`src/rtl/rng_share_arbiter.sv`:
```
// Round-robin arbiter sharing one LCG random engine among NUM_REQ requesters.
// A reseed arriving mid-delivery is parked and applied in the next IDLE cycle.
module rng_share_arbiter #(
    parameter int NUM_REQ = 4,
    parameter int WIDTH   = 3,
    parameter int MULT    = 5,
    parameter int INC     = 3,
    parameter int SEED    = 2
) (
    input  logic               clk,
    input  logic               reset,
    input  logic [NUM_REQ-1:0] req,
    output logic [NUM_REQ-1:0] gnt,
    output logic [NUM_REQ-1:0] ack,
    output logic [WIDTH-1:0]   rnd_out,
    output logic               rnd_valid,
    input  logic               reseed,
    input  logic [WIDTH-1:0]   seed_in,
    output logic               busy
);
    localparam int IW = (NUM_REQ > 1) ? $clog2(NUM_REQ) : 1;
    localparam int PW = WIDTH + 32;

    typedef enum logic [1:0] {IDLE, GRANT, DELIVER} state_t;

    state_t           state, state_nxt;
    logic [WIDTH-1:0] lcg, lcg_step, seed_cap;
    logic [IW-1:0]    rr_last, winner, pick;
    logic             pick_vld, reseed_pend, apply_seed;
    logic [PW-1:0]    prod;

    // Full-width product, truncated only after the increment.
    always_comb begin
        prod     = PW'(lcg) * PW'(MULT) + PW'(INC);
        lcg_step = prod[WIDTH-1:0];
    end

    // Scan downward so the lowest offset from rr_last wins.
    always_comb begin
        int idx;
        idx      = 0;
        pick     = '0;
        pick_vld = 1'b0;
        for (int k = NUM_REQ; k >= 1; k--) begin
            idx = (int'(rr_last) + k) % NUM_REQ;
            if (req[IW'(idx)]) begin
                pick     = IW'(idx);
                pick_vld = 1'b1;
            end
        end
    end

    assign apply_seed = (state == IDLE) && (reseed || reseed_pend);

    always_ff @(posedge clk) begin
        if (reset) state <= IDLE;
        else       state <= state_nxt;
    end

    always_comb begin
        state_nxt = state;
        case (state)
            IDLE:    if (!apply_seed && pick_vld) state_nxt = GRANT;
            GRANT:   state_nxt = DELIVER;
            DELIVER: state_nxt = IDLE;
            default: state_nxt = IDLE;
        endcase
    end

    always_ff @(posedge clk) begin
        if (reset) begin
            lcg         <= WIDTH'(SEED);
            rr_last     <= IW'(NUM_REQ - 1);
            winner      <= '0;
            reseed_pend <= 1'b0;
            seed_cap    <= '0;
            rnd_out     <= '0;
        end else begin
            case (state)
                IDLE: begin
                    // A fresh reseed pulse supersedes any parked seed.
                    if (reseed) begin
                        lcg         <= seed_in;
                        reseed_pend <= 1'b0;
                    end else if (reseed_pend) begin
                        lcg         <= seed_cap;
                        reseed_pend <= 1'b0;
                    end else if (pick_vld) begin
                        winner <= pick;
                    end
                end
                GRANT: begin
                    lcg     <= lcg_step;
                    rnd_out <= lcg_step;
                    rr_last <= winner;
                end
                default: ;
            endcase
            if (state != IDLE && reseed) begin
                seed_cap    <= seed_in;
                reseed_pend <= 1'b1;
            end
        end
    end

    always_comb begin
        gnt = '0;
        ack = '0;
        if (state == GRANT)   gnt[winner] = 1'b1;
        if (state == DELIVER) ack[winner] = 1'b1;
    end

    assign rnd_valid = (state == DELIVER);
    assign busy      = (state != IDLE);
endmodule
```
`config.mk`:
```
export PLATFORM = sky130hd
export DESIGN_NAME = rng_share_arbiter
export DESIGN_NICKNAME = d
export VERILOG_FILES = /design/src/rtl/rng_share_arbiter.sv
export SDC_FILE = /design/constraint.sdc
export NUM_CORES = 1
export LEC_CHECK = 0
export CAP_MARGIN = 20
export CORE_MARGIN = 8
export CORE_UTILIZATION = 45
export CTS_BUF_LIST = sky130_fd_sc_hd__clkbuf_2 sky130_fd_sc_hd__clkbuf_4 sky130_fd_sc_hd__clkbuf_8
export DETAILED_ROUTE_END_ITERATION = 16
export DONT_BUFFER_PORTS = 1
export GPL_TIMING_DRIVEN = 0
export PLACE_DENSITY = 0.62
export SYNTH_ARGS = -nofsm -noshare
export SYNTH_HDL_FRONTEND = slang
export SYNTH_SLANG_ARGS = --single-unit
```
`constraint.sdc`:
```
create_clock -name clk -period 2.4 [get_ports clk]
set_clock_uncertainty 0.1 [all_clocks]
set_input_delay 0.48 -clock clk [delete_from_list [all_inputs] [get_ports clk]]
set_output_delay 0.48 -clock clk [all_outputs]
set_load 0.1 [all_outputs]
```
==> metrics <==
outcome finished, final reports clean; Reg2Reg Setup Slack ~400 ps; WHS Path Cells 1; storage element area between 300 and 400 µm²; Final min period 2320 ps; clock power share 26.4%; vias in the first global route 661; Comb pwr share 22.9%; DIE WIDTH slightly below 60 µm; total power roughly 660 µW; CTS tree done; drt first pass iters 4; worst endpoint data arrival time 1740 ps; Cells after Synth 105; Rel. slew slack 33.6%; Sequential Power Share 50.7%; Data required, critical path 1820 ps; commonest non-fill, non-tap cell in the layout dfxtp_1; unrepaired setup endpoints after global routing no; GP Congestion 0.725; H-tree depth 1; Post-Syn Area 828 µm²; fin. max-slew vios 0; Die Y 58.9 µm; Synth Register Bits 16; die area between 3000 and 4000 µm²; pre-CTS setup slack 29.1 ps; # fillers 163; Finished Core Util 57.0%; Critical Setup Path Class reg -> out; starting DRC count in detailed routing 8; Reg2Reg Depth 5; Placed Area 897 µm²; largest net degree at the start of global routing 11; share of layout cells above drive strength 1 21.8%; Detailed Place HPWL 1320 µm; Post-DRT Antenna Nets 0; post-synth cell types 33; Synthesis Warnings 0; vias 688; drt via density 5.10; global-route wire length before repair between 3000 and 4000 µm; sw power 231 µW; Syn-to-layout area delta 18.7%; crit path max fanout 7; setup violators final 0; CTS Hold Bufs 0; power per cell area 675 nW/µm²; CTS sink cnt 16; Multi-input gate area 529 µm²; Final Hold Violating Endpoints 0; Final WS setup ~81 ps; internal power about 430 µW; minimum hold slack 166 ps; fmax approximately 430 MHz; PortBufs 0; Initial Util 48.0%; Tightest Pin Transition slightly below 1000 ps; Sw Share approximately a third; Nets 122; crit share post-route around 97%; Max VDD drop ~0.00031 V; commonest cells after routing, fill and taps aside dfxtp_1 (14), nor2_1 (13), nand2_1 (10), a21oi_1 (8), inv_1 (7); total routed wirelength 1780 µm; maximum clock path buffer count 2; CTS clk-pin slew, worst paths about 90 ps; min-delay worst type in -> reg; # IOs 23; GRT Total Usage around 11%; CTS Buf Count 3; area of the core 1730 µm²; Finished Cell Area between 900 and 1000 µm²; Leakage 0.000395 µW; Critical Path End Type primary output; antenna violations before repair 0; Avg Cell Area, Syn 7.89 µm²; CTS root buf clkbuf_4; Post-route DRC 0; Critical Path Source Type flip-flop; row count 15; Routed WL per cell 13.2 µm; Clk Latency, worst-skew pair 280 ps; final antenna diode count 0; Max-cap violations 0; GRT overflow 0; syn_nets 116; sequential fraction of the synthesis area 38.7%
[final timing paths]
path | from | endpoint
max | state[0] | gnt[0]
min | reset | rnd_out[2]
min reg2reg | lcg[2] | lcg[2]
max reg2reg | state[1] | winner[0]
[power by group through the flow]
stage               Sequential, µW  Combinational [µW]  Clock [µW]
CTS                            337                 154         182
global placement               341                 139           0
finish                         336                 152         175
detailed placement             343                 143           0
floorplan                      336                 127           0
global route                   340                 167         194
[logic make-up after synthesis]
kind of cell	count (synthesis)	share of synthesized area, %
and+or+nand+nor	46	27.0
AOI/OAI and AO/OA	22	17.2
DFF	16	38.7
buffers and inverters	12	6.34
muxes	5	6.04
xor gates and xnor gates	3	3.17
adders and majority gates	1	1.51
[sequential cells by signal (all words and copies together), names as in the netlist]
name	count
winner	2
lcg	3
state	2
reseed_pend	1
rr_last	2
seed_cap	3
rnd_out	3
[worst max-delay path, cell delays in order, from the launching register on]
cell,delay (ps)
dfxtp_2,400
or2b_4,300
nor3_4,760
[cells in the mapped netlist, drive strengths merged]
cell / n / share of area, %
o31a: 1 / 1.2
nor4: 1 / 0.76
ha: 1 / 1.5
nor3b: 1 / 0.91
nor2: 19 / 8.6
o22ai: 1 / 0.76
mux2i: 5 / 6.0
and2b: 1 / 1.1
or2b: 2 / 2.0
o2bb2ai: 1 / 1.1
or2: 2 / 1.5
dfxtp: 16 / 39
xnor2: 2 / 2.1
o21a: 1 / 0.91
nor3: 4 / 2.4
a2111oi: 1 / 1.1
xor2: 1 / 1.1
nand2b: 3 / 2.3
o21ai: 4 / 2.4
nand3b: 1 / 0.91
clkbuf: 4 / 1.8
buf: 1 / 1.4
nand2: 10 / 4.5
a211oi: 1 / 0.91
nor2b: 1 / 0.76
a211o: 2 / 2.1
or4: 1 / 1.4
inv: 7 / 3.2
a21oi: 9 / 5.9
a22oi: 1 / 0.91
[metrics by stage]
step,TNS (ps),instances
CTS,0,135
floorplan,-828,105
detailed placement,0,130
finish,0,135
global placement,-1360,130
global route,0,135
[final cells by class]
| class | instances | share of cell area (%) |
|---|---|---|
| Clock buffer | 4 | 3.69 |
| Tap cell | 25 | 3.18 |
| Inverter | 7 | 2.67 |
| Timing Repair Buffer | 2 | 1.53 |
| Buffer | 4 | 2.29 |
| Multi-Input combinational cell | 77 | 53.8 |
| Sequential cell | 16 | 32.8 |
[repair_timing]
| action | CTS | global route |
|---|---|---|
| buffers inserted | 2 | 0 |
| endpoints found under the setup margin | 8 | 2 |
| gates resized for setup | 11 | 0 |
| pin swaps | 2 | 2 |
[routing by layer]
layer  track usage [%]  vias up  wire, µm  share of wire [%]
met2              16.2       18       749                 42
met4              5.12        0        13               0.73
met3              3.70        2       134                7.5
li1                  -      364         -                  -
met5                 0        -         0                  0
met1              14.1      304       883                 50
Power figures use the tool's default switching activity.
